===== src/rtl/uart_tx_fifo_if.sv =====
// Host-side write handshake for uart_tx_fifo: word, valid, ready.
interface uart_tx_fifo_if #(
  parameter int DATA_BITS = 8
);
  logic [DATA_BITS-1:0] tx_data;
  logic                 tx_valid;
  logic                 tx_ready;

  modport master (output tx_data, output tx_valid, input tx_ready);
  modport slave  (input tx_data, input tx_valid, output tx_ready);
endinterface


===== src/rtl/uart_tx_fifo.sv =====
// UART transmitter with a small input FIFO, clock-enable bit timer and
// configurable frame format. Optional parity bit: define UART_TX_PARITY_EN.
module uart_tx_fifo #(
  parameter int DATA_BITS  = 8,
  parameter int STOP_BITS  = 1,
  parameter int FIFO_DEPTH = 4,
  parameter int DIV_WIDTH  = 16
) (
  input  logic                          clock,
  input  logic                          reset,
  input  logic [DIV_WIDTH-1:0]          clock_div,
  input  logic                          parity_odd,
  uart_tx_fifo_if.slave                 bus,
  output logic                          tx,
  output logic                          tx_busy,
  output logic                          tx_done,
  output logic [$clog2(FIFO_DEPTH):0]   fifo_count
);
  localparam int PW = $clog2(FIFO_DEPTH);
  localparam int CW = PW + 1;
  localparam int IW = $clog2(DATA_BITS);

  typedef enum logic [2:0] {
    S_IDLE, S_START, S_DATA, S_STOP
`ifdef UART_TX_PARITY_EN
    , S_PARITY
`endif
  } state_t;

  // ---------------------------------------------------------------- FIFO
  logic [DATA_BITS-1:0] mem [FIFO_DEPTH];
  logic [PW-1:0]        wr_ptr, rd_ptr;
  logic [CW-1:0]        count;
  logic                 push, pop;

  assign bus.tx_ready = (count != CW'(FIFO_DEPTH));
  assign push         = bus.tx_valid && bus.tx_ready;
  assign fifo_count   = count;

  // Storage write; contents need no reset since count gates every read.
  always_ff @(posedge clock) begin
    if (push) mem[wr_ptr] <= bus.tx_data;
  end

  // Pointers wrap modulo depth; count tracks occupancy, simultaneous push/pop cancel.
  always_ff @(posedge clock) begin
    if (reset) begin
      wr_ptr <= '0;
      rd_ptr <= '0;
      count  <= '0;
    end else begin
      if (push) wr_ptr <= wr_ptr + PW'(1);
      if (pop)  rd_ptr <= rd_ptr + PW'(1);
      case ({push, pop})
        2'b10:   count <= count + CW'(1);
        2'b01:   count <= count - CW'(1);
        default: ;
      endcase
    end
  end

  // ---------------------------------------------------------------- FSM
  state_t               state, state_nxt;
  logic [DIV_WIDTH-1:0] timer, div_lat;
  logic [DATA_BITS-1:0] shreg;
  logic [IW-1:0]        bit_idx;
  logic                 stop_cnt;
  logic                 tx_q, tx_d, done_q, done_d;
  logic                 bit_end, last_bit, last_stop;

  assign bit_end   = (timer == div_lat);
  assign last_bit  = (bit_idx == IW'(DATA_BITS - 1));
  assign last_stop = (stop_cnt == 1'(STOP_BITS - 1));

`ifdef UART_TX_PARITY_EN
  logic par_q;
`else
  logic unused_parity;
  assign unused_parity = parity_odd;
`endif

  // State register.
  always_ff @(posedge clock) begin
    if (reset) state <= S_IDLE;
    else       state <= state_nxt;
  end

  // Next state and FIFO pop; a pop always launches a new frame.
  always_comb begin
    state_nxt = state;
    pop       = 1'b0;
    case (state)
      S_IDLE: if (count != '0) begin
        pop       = 1'b1;
        state_nxt = S_START;
      end
      S_START: if (bit_end) state_nxt = S_DATA;
`ifdef UART_TX_PARITY_EN
      S_DATA:   if (bit_end && last_bit) state_nxt = S_PARITY;
      S_PARITY: if (bit_end) state_nxt = S_STOP;
`else
      S_DATA:   if (bit_end && last_bit) state_nxt = S_STOP;
`endif
      S_STOP: if (bit_end && last_stop) begin
        if (count != '0) begin
          pop       = 1'b1;
          state_nxt = S_START;
        end else begin
          state_nxt = S_IDLE;
        end
      end
      default: state_nxt = S_IDLE;
    endcase
  end

  // Next line level and done pulse; both registered so tx is glitch-free.
  always_comb begin
    tx_d   = tx_q;
    done_d = 1'b0;
    case (state)
      S_IDLE:  if (pop) tx_d = 1'b0;
      S_START: if (bit_end) tx_d = shreg[0];
`ifdef UART_TX_PARITY_EN
      S_DATA:   if (bit_end) tx_d = last_bit ? par_q : shreg[0];
      S_PARITY: if (bit_end) tx_d = 1'b1;
`else
      S_DATA:   if (bit_end) tx_d = last_bit ? 1'b1 : shreg[0];
`endif
      S_STOP: if (bit_end && last_stop) begin
        done_d = 1'b1;
        tx_d   = !pop;
      end
      default: tx_d = 1'b1;
    endcase
  end

  // Bit timer, shifter and frame counters; everything restarts on pop.
  always_ff @(posedge clock) begin
    if (reset) begin
      tx_q     <= 1'b1;
      done_q   <= 1'b0;
      timer    <= '0;
      div_lat  <= '0;
      shreg    <= '0;
      bit_idx  <= '0;
      stop_cnt <= 1'b0;
`ifdef UART_TX_PARITY_EN
      par_q    <= 1'b0;
`endif
    end else begin
      tx_q   <= tx_d;
      done_q <= done_d;
      if (pop) begin
        shreg    <= mem[rd_ptr];
        div_lat  <= clock_div;
        timer    <= '0;
        bit_idx  <= '0;
        stop_cnt <= 1'b0;
`ifdef UART_TX_PARITY_EN
        par_q    <= (^mem[rd_ptr]) ^ parity_odd;
`endif
      end else if (state != S_IDLE) begin
        timer <= bit_end ? '0 : timer + DIV_WIDTH'(1);
        if (bit_end) begin
          case (state)
            S_START: shreg <= shreg >> 1;
            S_DATA: begin
              shreg   <= shreg >> 1;
              bit_idx <= bit_idx + IW'(1);
            end
            S_STOP:  stop_cnt <= stop_cnt + 1'b1;
            default: ;
          endcase
        end
      end
    end
  end

  assign tx      = tx_q;
  assign tx_done = done_q;
  assign tx_busy = (state != S_IDLE);
endmodule


===== src/flat_wrapper.sv =====
// flat-port wrapper written by rule: the top's interface ports become plain ports
module uart_tx_fifo_flat 
#(
  parameter int DATA_BITS  = 8,
  parameter int STOP_BITS  = 1,
  parameter int FIFO_DEPTH = 4,
  parameter int DIV_WIDTH  = 16
)
  (clock, reset, clock_div, parity_odd, tx, tx_busy, tx_done, fifo_count, bus_tx_data, bus_tx_valid, bus_tx_ready);
  uart_tx_fifo_if #(.DATA_BITS(DATA_BITS)) bus_i ();
  input  logic clock;
  input  logic reset;
  input  logic [DIV_WIDTH-1:0] clock_div;
  input  logic parity_odd;
  output logic tx;
  output logic tx_busy;
  output logic tx_done;
  output logic [$clog2(FIFO_DEPTH):0] fifo_count;
  input wire logic [$bits(bus_i.tx_data)-1:0] bus_tx_data;
  input wire logic [$bits(bus_i.tx_valid)-1:0] bus_tx_valid;
  output wire logic [$bits(bus_i.tx_ready)-1:0] bus_tx_ready;
  assign bus_i.tx_data = bus_tx_data;
  assign bus_i.tx_valid = bus_tx_valid;
  assign bus_tx_ready = bus_i.tx_ready;
  uart_tx_fifo #(.DATA_BITS(DATA_BITS), .STOP_BITS(STOP_BITS), .FIFO_DEPTH(FIFO_DEPTH), .DIV_WIDTH(DIV_WIDTH)) u_core (.clock(clock), .reset(reset), .clock_div(clock_div), .parity_odd(parity_odd), .bus(bus_i), .tx(tx), .tx_busy(tx_busy), .tx_done(tx_done), .fifo_count(fifo_count));
endmodule

===== config.mk =====
export PLATFORM = sky130hd
export DESIGN_NAME = uart_tx_fifo_flat
export DESIGN_NICKNAME = d
export VERILOG_FILES = /design/src/rtl/uart_tx_fifo_if.sv /design/src/rtl/uart_tx_fifo.sv /design/src/flat_wrapper.sv
export SDC_FILE = /design/constraint.sdc
export NUM_CORES = 1
export LEC_CHECK = 0
export CAP_MARGIN = 25
export CORE_ASPECT_RATIO = 1.5
export CORE_MARGIN = 2
export CORE_UTILIZATION = 45
export CTS_CLUSTER_DIAMETER = 100
export DETAILED_ROUTE_END_ITERATION = 8
export PLACE_DENSITY = 0.69
export RECOVER_POWER = 50
export REMOVE_ABC_BUFFERS = 1
export SYNTH_ARGS = -nofsm -noshare
export SYNTH_HDL_FRONTEND = slang
export SYNTH_SLANG_ARGS = --single-unit
export TNS_END_PERCENT = 5

===== constraint.sdc =====
create_clock -name clock -period 3.2 [get_ports clock]
set_input_delay 0.64 -clock clock [delete_from_list [all_inputs] [get_ports clock]]
set_output_delay 0.64 -clock clock [all_outputs]
set_load 0.05 [all_outputs]

Yosys cells after proc, flatten, opt, wreduce, memory -nomap -nowiden. Memories as Yosys holds them, arrays and structs flattened. A register that Yosys moved wholly into a read port is not among the register bits. Index checks and enable logic that the tools add are counted.

ROM bits: 0. RAM bits: 32. Memories kept: 1. Bits in registers: 56. Input port bits: 28. Bits in latches: 0.

Memories: u_core.mem (depth 4, width 8, read ports 1, clocked after Yosys merged registers in 1, wr ports 1, RTL line uart_tx_fifo.sv:31) `logic [DATA_BITS-1:0] mem [FIFO_DEPTH];`.

Bitwise operators: 2. Shift-type cells: 0. $add $sub $neg: 7. Mux-type cells: 26. Equality and inequality tests: 14. Divide/modulo/power cells: 0. Order comparisons: 0. Multipliers: 0. Reduce and logical (&&, ||, !) cells: 19.

Operator list (count): $mux W8 (4); $add A16 B1 Y16 const B (1); $eq A16 B16 Y1 (1); $mux W16 (1); $mux W3 (4); $ne A2 B1 Y1 const B (6); $pmux W3 S4 (1); $mux W1 (11); $reduce_and A3 Y1 (3); $reduce_and A4 Y1 (2); $reduce_bool A2 Y1 (4); $add A3 B1 Y3 const B (2); $eq A3 B2 Y1 const B (2); $pmux W3 S2 (1); $reduce_bool A3 Y1 (2); $reduce_or A2 Y1 (3); $add A2 B1 Y2 const B (2); $mux W2 (2); $pmux W1 S4 (1); $eq A3 B1 Y1 const B (1); $eq A3 B3 Y1 const B (1); $logic_and A1 B1 Y1 (3); $logic_not A3 Y1 (1); $ne A3 B3 Y1 const B (1); 7 further kinds (8).

Longest topological paths before layout. Gate-level depths: netlist of the first run.

Depth in word-level cells: 7. Depth in mapped cells: 14. Mapped depth without buffers: 12.

Worst setup path after synthesis of the first run. No wires, ideal clock.

Path kind: register -> register. From: register u_core.state[0]. To: register u_core.count[2], in the netlist u_core.fifo_count[2]. Path buffers: 2. Setup slack: 0.177 ns. Data arrival time: 2.952 ns. Stages on the path, launching flop included: 15. Period minus slack after synthesis: 3.023 ns. Library setup time: 0.071 ns. Cells stage by stage: dfxtp_1 -> inv_1 -> ha_1 -> buf_4 -> inv_1 -> nor3_1 -> a31oi_2 -> inv_2 -> buf_2 -> ha_1 -> inv_1 -> fa_1 -> xor2_1 -> or3_1 -> a21oi_1.

Word-level cells in the longest chain between the ends: 4. Elaborated cells between the ends (all ways): 7. Those cells by class: eq/ne: 3; mux: 2; reduce/logical: 2.

RTL lines: start, declared (RTL line uart_tx_fifo.sv:63) `state_t state, state_nxt;`; start signal, assigned (RTL line uart_tx_fifo.sv:85) `else state <= state_nxt;`; $eq A3 B2 Y1 or $logic_not A3 Y1 (tied branches) (RTL line uart_tx_fifo.sv:92) `case (state)`; $pmux W1 S2 * (RTL line uart_tx_fifo.sv:92); net u_core.pop (RTL line uart_tx_fifo.sv:34) `logic push, pop;`; $eq A2 B1 Y1 or $eq A2 B2 Y1 (tied branches) (RTL line uart_tx_fifo.sv:54) `case ({push, pop})`; $pmux W3 S2 or $reduce_bool A2 Y1 (tied branches); end signal, assigned (RTL line uart_tx_fifo.sv:55) `2'b10: count <= count + CW'(1);`; end signal, assigned (RTL line uart_tx_fifo.sv:56) `2'b01: count <= count - CW'(1);`; end, declared (RTL line uart_tx_fifo.sv:33) `logic [CW-1:0] count;`.

Mark *: on every way through the listed nets, which the timed path passes. The rest lies on a longest branch. A chain may end at the register's enable or synchronous reset.

Worst setup path after layout of the first run.
From: register u_core.state[0]. To: register u_core.count[2], in the netlist u_core.fifo_count[2].

Word-level cells in the longest chain between the ends: 4. Elaborated cells between the ends (all ways): 7. Those cells by class: eq/ne: 3; mux: 2; reduce/logical: 2.

RTL lines (RTL line): $eq A3 B2 Y1 or $logic_not A3 Y1 (tied branches) (uart_tx_fifo.sv:92); $pmux W1 S2 * (uart_tx_fifo.sv:92); $eq A2 B1 Y1 or $eq A2 B2 Y1 (tied branches) (uart_tx_fifo.sv:54); $pmux W3 S2 or $reduce_bool A2 Y1 (tied branches).

Every way passes the cells marked *; elsewhere a longest branch is shown, timed or not.

==> results.md, run 1 <==
* Final cycle utilization of the critical path at between 80 and 90%
* # port buffers at 33
* Synth unique cells at 43
* Minimum clock period at 2743 ps
* Nets at 434
* Worst R2R Start: u_core.state[0]$_SDFFE_PP0P_
* HPWL Detailed at slightly above 5 mm
* Worst Path Buf+Inv at 3
* Worst path depth at 11
* Worst-margin pin slew at between 500 and 600 ps
* CTS Buf Count at 9
* Gpl congestion at around 0.8
* Initial antenna violation count at 0
* Row count at about 40
* CTS tree: yes
* Mapped Avg Cell Area at approximately 11 um^2
* Leak at between 1.5 and 2 nW
* Status: finished, final reports clean
* Most used DFF post-synth: dfxtp_1
* Fill cells at around 720
* Global-route wire length before repair at about 12 mm
* Post-synth EDFFs at 32
* RR Endpoint: u_core.fifo_count[2]$_SDFFE_PP0P_
* Routed vias at 2,607
* Startpoint Class: flip-flop
* Final setup violation count at 0
* Cells after synthesis at around 350
* Max Clk Rate at about 360 MHz
* Hold Worst Slack at about 450 ps
* Final Power at ~4.3 mW
* CTS sink cnt at 89
* Setup Fix Bufs, Post-CTS at 0
* Register Area at ~0.0021 mm^2
* Top delay family on crit path: adder cells
* Arrival time worst endpoint at ~3000 ps
* Number of global-route vias before repair at ~2,600
* Die ar. at about 0.0094 mm^2
* Worst Hold Class: reg -> reg
* Dpl cells at between 400 and 500
* CP max stage cell: nor3_1
* Most frequent cells in the layout: dfxtp_1 (57), nand2_1 (48), edfxtp_1 (32)
* Footprint of the multi-input gates at ~0.0016 mm^2
* Min-Delay Startpoint: u_core.shreg[6]$_SDFFE_PP0P_
* Layout area overhead at 19.77%
* Die width at about 80 um
* Worst stage delay on the critical path at approximately 400 ps
* Final Max Tran Viols at 0
* CP Max Fanout at 5
* Synth Area in Compound Gates at ~8.0%
* #FFs+latches synth at 89
* Initial core utilization at a little under half
* Routed WL per cell at roughly 14 um
* Critical path capture point type: flip-flop
* Clk_lat worst skew at around 330 ps
* R2r setup slk at approximately 460 ps
* Worst Setup Path Type: reg -> reg
* Clock root buffer master: clkbuf_16
* N_diodes at 0
* Post-Syn Area at slightly below 0.004 mm^2
* Clk slew on worst S/H paths at about 60 ps
* Largest family of logic cells by synthesized area: simple AND/OR/NAND/NOR gates
* Antenna Nets Post-Route at 0
* Worst endpoint required time at about 3500 ps
* Ys Warns at 0
* Synth Area in Simple Gates at around 15%
* VDD IR max at ~550 uV
* DRT Wirelength at between 7 and 8 mm
* GRT Overall Usage at 16.63%
* Largest net degree at the start of global routing at 30
* Share of layout cells above drive strength 1 at 10.10%
* Cells along the critical path: inv_1 -> ha_1 -> nor3_1 -> a31oi_2 -> inv_2 -> ha_1 -> inv_1 -> fa_1 -> xor2_1 -> or3_1 -> a21oi_1
* Max_cap viols at 0
* Seq/Total Area, Yosys at between 50 and 60%
* Hold-fix buffers, CTS at 0
* Relative slew slack at around three fifths
* WHS Endpoint: u_core.shreg[6]$_SDFFE_PP0P_
* Clock skew at slightly above 8 ps
* Grt ovf at 0
* Final hold violations at 0
* Post-CTS sizing at 0
* Die height at roughly 120 um
* Vias per cell at slightly above 5
* Post-synthesis xor/xnor area fraction at under 10%
* Max clock buf depth at 2
* Pwr dens at 923.7 mW/mm^2
* Hold path depth at 2
* Post-synthesis adder-cell area fraction at under 10%
* Drt drc at 0
* Fin cells at 503
* Multiplexer share of the synthesized area at between 5 and 6%
* R2R depth at 11
* I/O pin count at 35
* H-tree Lvls at 3
* Commonest non-fill, non-tap cell in the layout: dfxtp_1
* Post-synth ARST share at 0%
* Drt pass-1 iters at 4
* Unrepaired setup endpoints after global routing: no
* Placeable Area at 0.008362 mm^2
* DR iter-0 viols at 147
-- state kept, by name, indices dropped and copies added (netlist names), named ones only --
| register | cells |
|---|---|
| u_core.stop_cnt | 1 |
| u_core.bit_idx | 3 |
| u_core.tx_done | 1 |
| u_core.mem | 32 |
| u_core.shreg | 8 |
| u_core.fifo_count | 3 |
| u_core.timer | 16 |
| u_core.state | 2 |
| u_core.rd_ptr | 2 |
| u_core.tx | 1 |
| u_core.wr_ptr | 2 |
| u_core.div_lat | 16 |
-- per-layer routing --
| layer | vias up | track usage, % | share of wire, % |
|---|---|---|---|
| met1 | 1244 | 18.76 | 41 |
| met5 | - | 0 | 0 |
| met2 | 46 | 28.47 | 53 |
| li1 | 1302 | - | - |
| met3 | 15 | 3.528 | 3.1 |
| met4 | 0 | 9.267 | 2.9 |
-- through the flow --
step	TNS (ps)	utilization (%)	cell area, um^2	setup WS, ps
final	0	55.38	4631	456.8
after global routing	0	55.38	4631	192.9
after CTS	0	55.38	4631	458.7
after floorplan	-258.6	-	3791	-209.2
after global placement	0	51.61	4315	557.9
after detailed placement	0	51.61	4315	500.5
-- cell usage after synthesis, drive strengths merged (2+ instances only) --
cell	number	area share (%)
a21oi	30	3.9
a22oi	7	1.4
and3	11	1.8
and4	2	0.45
buf	8	1.3
clkbuf	7	0.68
dfxtp	57	30
edfxtp	32	25
ha	14	4.5
inv	14	1.4
mux2i	5	1.3
mux4	8	4.7
nand2	48	4.7
nand2b	2	0.32
nand3	6	0.78
nand4	6	0.97
nor2	31	3.0
nor2b	2	0.32
nor3	7	0.91
o21ai	3	0.39
or3	3	0.49
xnor2	24	5.6
xor2	13	2.9
-- worst register-to-register path: stages (launching register included) --
cell	delay [ps]
dfxtp_1	390
inv_1	120
ha_1	360
nor3_1	400
a31oi_2	90
inv_2	90
ha_1	190
inv_1	60
fa_1	380
xor2_1	160
or3_1	310
a21oi_1	130
-- worst max-delay path by stage --
stage | startpoint | to | slack [ps]
6_report | u_core.state[0]$_SDFFE_PP0P_ | u_core.fifo_count[2]$_SDFFE_PP0P_ | 460
5_1_grt | u_core.state[0]$_SDFFE_PP0P_ | u_core.fifo_count[2]$_SDFFE_PP0P_ | 190
4_1_cts | u_core.state[0]$_SDFFE_PP0P_ | u_core.fifo_count[2]$_SDFFE_PP0P_ | 460
3_5_place_dp | u_core.timer[2]$_SDFFE_PP0N_ | u_core.fifo_count[2]$_SDFFE_PP0P_ | 500
3_3_place_gp | u_core.timer[2]$_SDFFE_PP0N_ | u_core.fifo_count[2]$_SDFFE_PP0P_ | 560
2_1_floorplan | u_core.timer[2]$_SDFFE_PP0N_ | u_core.fifo_count[2]$_SDFFE_PP0P_ | -210
-- kinds of logic (layout without fill, tap and decap cells) --
kind of cell,count (synthesis),count (layout)
AND/OR/NAND/NOR,122,122
flip-flops,89,89
AO/OA/AOI/OAI,49,49
XOR/XNOR,37,37
buffers and inverters,29,71
adder cells (fa/ha/maj),15,15
multiplexers,13,13
-- cell type report --
class                           instances  share of cell area (%)
Sequential cell                        89                   45.39
Multi-Input combinational cell        236                   35.34
Timing Repair Buffer                   41                   8.430
Clock buffer                           11                   5.485
Tap cell                              107                   2.891
Clock inverter                          5                   1.324
Inverter                               14                   1.135
-- power breakdown --
| group | internal, mW | total, mW | switching, mW |
|---|---|---|---|
| Sequential | 1.41 | 1.58 | 0.170 |
| Clock | 0.658 | 1.08 | 0.424 |
| Combinational | 0.641 | 1.62 | 0.975 |
Power figures use the tool's default switching activity.
==> run 2, diff against run 1 <==
--- a/config.mk
+++ b/config.mk
@@ -9,6 +9,7 @@
 export CORE_ASPECT_RATIO = 1.5
 export CORE_MARGIN = 2
 export CORE_UTILIZATION = 45
+export CTS_BUF_LIST = sky130_fd_sc_hd__clkbuf_16
 export CTS_CLUSTER_DIAMETER = 100
 export DETAILED_ROUTE_END_ITERATION = 8
 export PLACE_DENSITY = 0.69
==> run 2 against run 1 <==
Net effect:
- flip-flop and latch count did not move
- clock skew stayed put
- combinational power about the same
- clock-buffer cell count decreased by 1
- final area unchanged
- power about the same
- register-to-register slack about the same
==> results.md, run 2 (same netlist as run 1, synthesis figures left out) <==
* Status: finished, final reports clean (unchanged)
* Relative slew slack at 61.09% (unchanged)
* Hold-fix buffers, CTS at 0 (unchanged)
* Setup Fix Bufs, Post-CTS at 0 (unchanged)
* WHS Endpoint: u_core.shreg[6]$_SDFFE_PP0P_ (unchanged)
* R2R depth at 11 (unchanged)
* R2r setup slk at 460 ps (about the same)
* Pre-CTS setup slack at 500.5 ps (unchanged)
* Arrival time worst endpoint at 3010 ps (about the same)
* Final cycle utilization of the critical path at 85.72% (unchanged)
* Min-Delay Startpoint: u_core.shreg[6]$_SDFFE_PP0P_ (unchanged)
* Max Clk Rate at 364.5 MHz (unchanged)
* Worst Setup Path Type: reg -> reg (unchanged)
* Die height at 117.5 um (unchanged)
* HPWL Detailed at 5.087 mm (unchanged)
* Fill cells at 722 (unchanged)
* DR iter-0 viols at 147 (unchanged)
* Global-route wire length before repair at 12.05 mm (unchanged)
* Antenna Nets Post-Route at 0 (unchanged)
* Unrepaired setup endpoints after global routing: no (unchanged)
* Minimum clock period at 2743 ps (unchanged)
* Clock root buffer master: clkbuf_16 (unchanged)
* Max_cap viols at 0 (unchanged)
* Worst endpoint required time at 3460 ps (about the same)
* Leak at 1.705 nW (was 1.701 nW)
* Routed vias at 2,607 (unchanged)
* Worst setup margin at 456.8 ps (unchanged)
* Pwr dens at 923.0 mW/mm^2 (was 923.7 mW/mm^2)
* Worst-margin pin slew at 581.8 ps (unchanged)
* Row count at 41 (unchanged)
* Length of routed wiring on met1 at 2.946 mm (unchanged)
* Drt drc at 0 (unchanged)
* I/O pin count at 35 (unchanged)
* H-tree Lvls at 3 (unchanged)
* Post-CTS sizing at 0 (unchanged)
* N_diodes at 0 (unchanged)
* Placeable Area at 0.008362 mm^2 (unchanged)
* GRT Overall Usage at 16.63% (unchanged)
* Clk slew on worst S/H paths at 60 ps (about the same)
* # port buffers at 33 (unchanged)
* Final Max Tran Viols at 0 (unchanged)
* DRT Wirelength at 7.182 mm (was 7.181 mm)
* Top Metal Used: met4 (unchanged)
* Largest net degree at the start of global routing at 30 (unchanged)
* Initial antenna violation count at 0 (unchanged)
* Nets at 434 (unchanged)
* Utilization after layout at 55.38% (unchanged)
* Commonest non-fill, non-tap cell in the layout: dfxtp_1 (unchanged)
* Worst R2R Start: u_core.state[0]$_SDFFE_PP0P_ (unchanged)
* Startpoint Class: flip-flop (unchanged)
* Final setup violation count at 0 (unchanged)
* WL met3 at 222 um (unchanged)
* Final hold violations at 0 (unchanged)
* Critical path capture point type: flip-flop (unchanged)
* Biggest regs: u_core.mem (32), u_core.div_lat (16), u_core.timer (16) (unchanged)
* Max FFs per register at 32 (unchanged)
* Clk_lat worst skew at 330 ps (about the same)
* Gpl congestion at 0.7971 (unchanged)
* CTS Buf Count at 9 (unchanged)
* Largest register by flop count: u_core.mem (unchanged)
* Register Area at 0.002102 mm^2 (unchanged)
* Footprint of the multi-input gates at 0.001637 mm^2 (unchanged)
* CTS sink cnt at 89 (unchanged)
* VDD IR max at 546.9 uV (was 546.8 uV)
* Die width at 79.68 um (unchanged)
* Max clock buf depth at 2 (unchanged)
* Worst Hold Class: reg -> reg (unchanged)
* RR Endpoint: u_core.fifo_count[2]$_SDFFE_PP0P_ (unchanged)
* Hold path depth at 2 (unchanged)
* Layout area overhead at 19.77% (unchanged)
* Clock skew at 8.195 ps (unchanged)
* Share of layout cells above drive strength 1 at 10.10% (unchanged)
* Die ar. at 0.009364 mm^2 (unchanged)
* CP Max Fanout at 5 (unchanged)
* CTS tree: yes (unchanged)
* Initial core utilization at 46.24% (unchanged)
* Routed WL per cell at 14.28 um (about the same)
* Most frequent cells in the layout: dfxtp_1 (57), nand2_1 (48), edfxtp_1 (32) (unchanged)
* Drt pass-1 iters at 4 (unchanged)
* Vias per cell at 5.183 (unchanged)
* Met2 wire length at 3.807 mm (unchanged)
* Number of global-route vias before repair at 2,579 (unchanged)
* Grt ovf at 0 (unchanged)
-- run 2: worst max-delay path: stages, from the launching register on --
cell and delay, ps:
dfxtp_1 390, inv_1 120, ha_1 360, nor3_1 400
a31oi_2 90, inv_2 90, ha_1 180, inv_1 60
fa_1 370, xor2_1 160, or3_1 310, a21oi_1 130
-- run 2: layout make-up --
| class | count | area share, % |
|---|---|---|
| Clock buffer | 10 | 5.404 |
| Clock inverter | 6 | 1.405 |
| Tap cell | 107 | 2.891 |
| Inverter | 14 | 1.135 |
| Timing Repair Buffer | 41 | 8.430 |
| Multi-Input combinational cell | 236 | 35.34 |
| Sequential cell | 89 | 45.39 |
-- run 2: worst max path at each step --
stage | start | to | slack [ps]
floorplan | u_core.timer[2]$_SDFFE_PP0N_ | u_core.fifo_count[2]$_SDFFE_PP0P_ | -210
global placement | u_core.timer[2]$_SDFFE_PP0N_ | u_core.fifo_count[2]$_SDFFE_PP0P_ | 560
detailed placement | u_core.timer[2]$_SDFFE_PP0N_ | u_core.fifo_count[2]$_SDFFE_PP0P_ | 500
CTS | u_core.state[0]$_SDFFE_PP0P_ | u_core.fifo_count[2]$_SDFFE_PP0P_ | 460
global route | u_core.state[0]$_SDFFE_PP0P_ | u_core.fifo_count[2]$_SDFFE_PP0P_ | 190
finish | u_core.state[0]$_SDFFE_PP0P_ | u_core.fifo_count[2]$_SDFFE_PP0P_ | 460
-- run 2: where the power goes --
part | switching, mW | internal, mW | total [mW]
registers | 0.170 | 1.41 | 1.58
clock network | 0.424 | 0.655 | 1.08
logic | 0.975 | 0.641 | 1.62
-- run 2: metal layers --
metal | up-vias | global-route usage [%]
met3 | 15 | 3.528
met4 | 0 | 9.267
li1 | 1302 | -
met5 | - | 0
met2 | 46 | 28.47
met1 | 1244 | 18.76
-- run 2: stage by stage --
| step | hold slack [ps] | power (mW) | std cells | cell area (um^2) | TNS, ps |
|---|---|---|---|---|---|
| floorplan | 426.1 | 2.707 | 339 | 3791 | -258.6 |
| global placement | 442.5 | 3.195 | 487 | 4315 | 0 |
| detailed placement | 445.5 | 3.228 | 487 | 4315 | 0 |
| CTS | 455.2 | 4.320 | 503 | 4631 | 0 |
| global route | 481.3 | 4.554 | 503 | 4631 | 0 |
| finish | 454.0 | 4.274 | 503 | 4631 | 0 |
==> run 3, diff against run 2 <==
--- a/config.mk
+++ b/config.mk
@@ -5,14 +5,15 @@
 export SDC_FILE = /design/constraint.sdc
 export NUM_CORES = 1
 export LEC_CHECK = 0
+export ABC_AREA = 1
 export CAP_MARGIN = 25
 export CORE_ASPECT_RATIO = 1.5
 export CORE_MARGIN = 2
-export CORE_UTILIZATION = 45
+export CORE_UTILIZATION = 30
 export CTS_BUF_LIST = sky130_fd_sc_hd__clkbuf_16
 export CTS_CLUSTER_DIAMETER = 100
 export DETAILED_ROUTE_END_ITERATION = 8
-export PLACE_DENSITY = 0.69
+export PLACE_DENSITY = 0.51
 export RECOVER_POWER = 50
 export REMOVE_ABC_BUFFERS = 1
 export SYNTH_ARGS = -nofsm -noshare
==> run 3 against run 2 <==
Net effect:
- first-iteration DRC count is 29% lower
- routed wire length is 22% higher
- register-to-register slack better by 220 ps
- power grew 3.1%
- hold slack improved by 13 ps
- final area is 7.1% higher
- area after synthesis grew 6.2%
- core utilization shrank 18 points
- cell count is 39% higher
- sequential share of layout area down 3.0 points
- die area is 57% higher
- critical path depth down 7
==> results.md, run 3 <==
* Cell accounting for the most synthesized area: dfxtp_1 (unchanged)
* Startpoint Class: flip-flop (unchanged)
* Arrival time worst endpoint at 2160 ps (was 3010 ps)
* Clk_lat worst skew at 340 ps (was 330 ps)
* R2r setup slk at 680 ps (was 460 ps)
* Max Clk Rate at 357.1 MHz (was 364.5 MHz)
* Post-Syn Area at 0.004105 mm^2 (was 0.003866 mm^2)
* Clock root buffer master: clkbuf_16 (unchanged)
* CTS sink cnt at 89 (unchanged)
* DR iter-0 viols at 104 (was 147)
* I/O pin count at 35 (unchanged)
* Worst endpoint required time at 2560 ps (was 3460 ps)
* CP Max Fanout at 11 (was 5)
* #FFs+latches synth at 89 (unchanged)
* Vias per cell at 4.587 (was 5.183)
* Die ar. at 0.01465 mm^2 (was 0.009364 mm^2)
* Worst R2R Start: u_core.state[0]$_SDFFE_PP0P_ (unchanged)
* Routed vias at 3,202 (was 2,607)
* Critical path capture point type: primary output (was flip-flop)
* H-tree Lvls at 3 (unchanged)
* Fin Setup TNS at 0 ps (unchanged)
* Antenna Nets Post-Route at 0 (unchanged)
* Final hold violations at 0 (unchanged)
* CTS Buf Count at 9 (unchanged)
* CTS tree: yes (unchanged)
* Top-count cell post-synth: nand2_1 (was dfxtp_1)
* Leak at 1.921 nW (was 1.705 nW)
* Die width at 99.51 um (was 79.68 um)
* Fill cells at 1,403 (was 722)
* Setup Fix Bufs, Post-CTS at 0 (unchanged)
* Unrepaired setup endpoints after global routing: no (unchanged)
* Post-synth EDFFs at 32 (unchanged)
* Synth unique cells at 35 (was 43)
* Initial core utilization at 30.63% (was 46.24%)
* Number of global-route vias before repair at 3,256 (was 2,579)
* DRT Wirelength at 8.768 mm (was 7.182 mm)
* Max_cap viols at 0 (unchanged)
* Drt pass-1 iters at 4 (unchanged)
* Drt drc at 0 (unchanged)
* Hold-fix buffers, CTS at 0 (unchanged)
* Die height at 147.3 um (was 117.5 um)
* Final setup violation count at 0 (unchanged)
* Cells after synthesis at 487 (was 354)
* Grt ovf at 0 (unchanged)
* Final Max Tran Viols at 0 (unchanged)
* Minimum clock period at 2801 ps (was 2743 ps)
* Most frequent cells in the layout: nand2_1 (95), nor2_1 (64), dfxtp_1 (57) (was dfxtp_1 (57), nand2_1 (48), edfxtp_1 (32))
* Placeable Area at 0.01340 mm^2 (was 0.008362 mm^2)
* Largest net degree at the start of global routing at 44 (was 30)
* Mapped Avg Cell Area at 8.430 um^2 (was 10.92 um^2)
* Most common library cells after synthesis: nand2_1 (94), nor2_1 (64), dfxtp_1 (57) (was dfxtp_1 (57), nand2_1 (48), edfxtp_1 (32))
* Layout area overhead at 20.82% (was 19.77%)
* Gpl congestion at 0.7505 (was 0.7971)
* Final cycle utilization of the critical path at 87.52% (was 85.72%)
* Crit path from: u_core.state[0]$_SDFFE_PP0P_ (unchanged)
* Pwr dens at 888.3 mW/mm^2 (was 923.0 mW/mm^2)
* # port buffers at 33 (unchanged)
* Clock skew at 7.811 ps (was 8.195 ps)
* Worst-margin pin slew at 1144 ps (was 581.8 ps)
* Area contributors post-synth: dfxtp_1 (28%), edfxtp_1 (23%), nand2_1 (8.6%), nor2_1 (5.9%), o21ai_0 (5.2%) (was dfxtp_1 (30%), edfxtp_1 (25%), xnor2_1 (5.2%), mux4_2 (4.7%), nand2_1 (4.7%))
* Biggest regs: u_core.mem (32), u_core.div_lat (16), u_core.timer (16) (unchanged)
* Share of layout cells above drive strength 1 at 8.396% (was 10.10%)
* Max FFs per register at 32 (unchanged)
* Max clock buf depth at 2 (unchanged)
* Status: finished, final reports clean (unchanged)
* HPWL Detailed at 6.280 mm (was 5.087 mm)
* VDD IR max at 340.8 uV (was 546.9 uV)
* Row count at 52 (was 41)
* Post-synth ARST share at 0% (unchanged)
* Ys Warns at 0 (unchanged)
* Clk slew on worst S/H paths at 60 ps (about the same)
* Nets at 574 (was 434)
* Most used DFF post-synth: dfxtp_1 (unchanged)
* Post-CTS sizing at 0 (unchanged)
* Min-Delay Startpoint: u_core.bit_idx[1]$_SDFFE_PP0P_ (was u_core.shreg[6]$_SDFFE_PP0P_)
* N_diodes at 0 (unchanged)
* Seq/Total Area, Yosys at 51.20% (was 54.37%)
* GRT Overall Usage at 12.86% (was 16.63%)
* Largest register by flop count: u_core.mem (unchanged)
* Global-route wire length before repair at 14.84 mm (was 12.05 mm)
* Final Power at 4.406 mW (was 4.274 mW)
* Worst Hold Class: reg -> reg (unchanged)
* Routed WL per cell at 12.56 um (was 14.28 um)
* Yosys top cell area share at 27.80% (was 29.51%)
* Worst Setup Path Type: reg -> out (was reg -> reg)
* Initial antenna violation count at 0 (unchanged)
* Relative slew slack at 23.74% (was 61.09%)
* Commonest non-fill, non-tap cell in the layout: nand2_1 (was dfxtp_1)
==> run 3: report_power, final <==
group,internal (mW),total (mW),switching [mW]
logic,0.569,1.69,1.13
registers,1.41,1.55,0.137
clock network,0.699,1.16,0.465
==> run 3: area by class of cell <==
type / count / area, um^2 / share of cell area [%]
flip-flops and latches: 89 / 2102 / 42.38
multi-input cells: 328 / 1704 / 34.36
repair buffers: 44 / 394.1 / 7.947
clock buffers: 9 / 225.2 / 4.541
inverters: 59 / 225.2 / 4.541
well taps: 162 / 202.7 / 4.087
clock inverters: 7 / 106.4 / 2.144
==> run 3: path summary, 6_finish.rpt <==
kind,end,cells past startpoint
worst max-delay path,tx_busy,4
worst min-delay path,u_core.bit_idx[1]$_SDFFE_PP0P_,2
worst max register to register,u_core.fifo_count[2]$_SDFFE_PP0P_,13
worst min register to register,u_core.bit_idx[1]$_SDFFE_PP0P_,2
==> run 3: logic make-up (layout without fill, tap and decap cells) <==
family          Yosys count  in the layout  synth area share, %
simple gates            208            208                22.34
compound gates           91             91                11.49
flops                    89             89                51.20
buf+inv                  70            119                7.223
fa+ha+maj                15             15                4.755
xor+xnor                 14             14                2.987
==> run 3: critical path, cell delays in order, from the launching register on <==
cell	delay (ps)
dfxtp_1	350
inv_1	110
ha_1	470
clkinv_1	160
clkdlybuf4s50_1	730
==> run 3: metal layers <==
layer,wire length [um],global-route usage [%],up-vias
met5,0,0,-
met4,142,4.932,0
met3,201,2.236,13
met2,4891,24.73,27
met1,3532,13.61,1481
li1,-,-,1681
==> run 3: stage by stage <==
stage          setup WS (ps)  hold WS [ps]  utilization [%]  area [um^2]  instances
2_1_floorplan          503.9         439.7                -         4034        476
3_3_place_gp           692.7         455.2            34.69         4649        682
3_5_place_dp           663.1         462.3            34.69         4649        682
4_1_cts                367.7         470.1            37.16         4981        698
5_1_grt                301.8         486.4            37.01         4960        698
6_report               399.4         466.7            37.01         4960        698
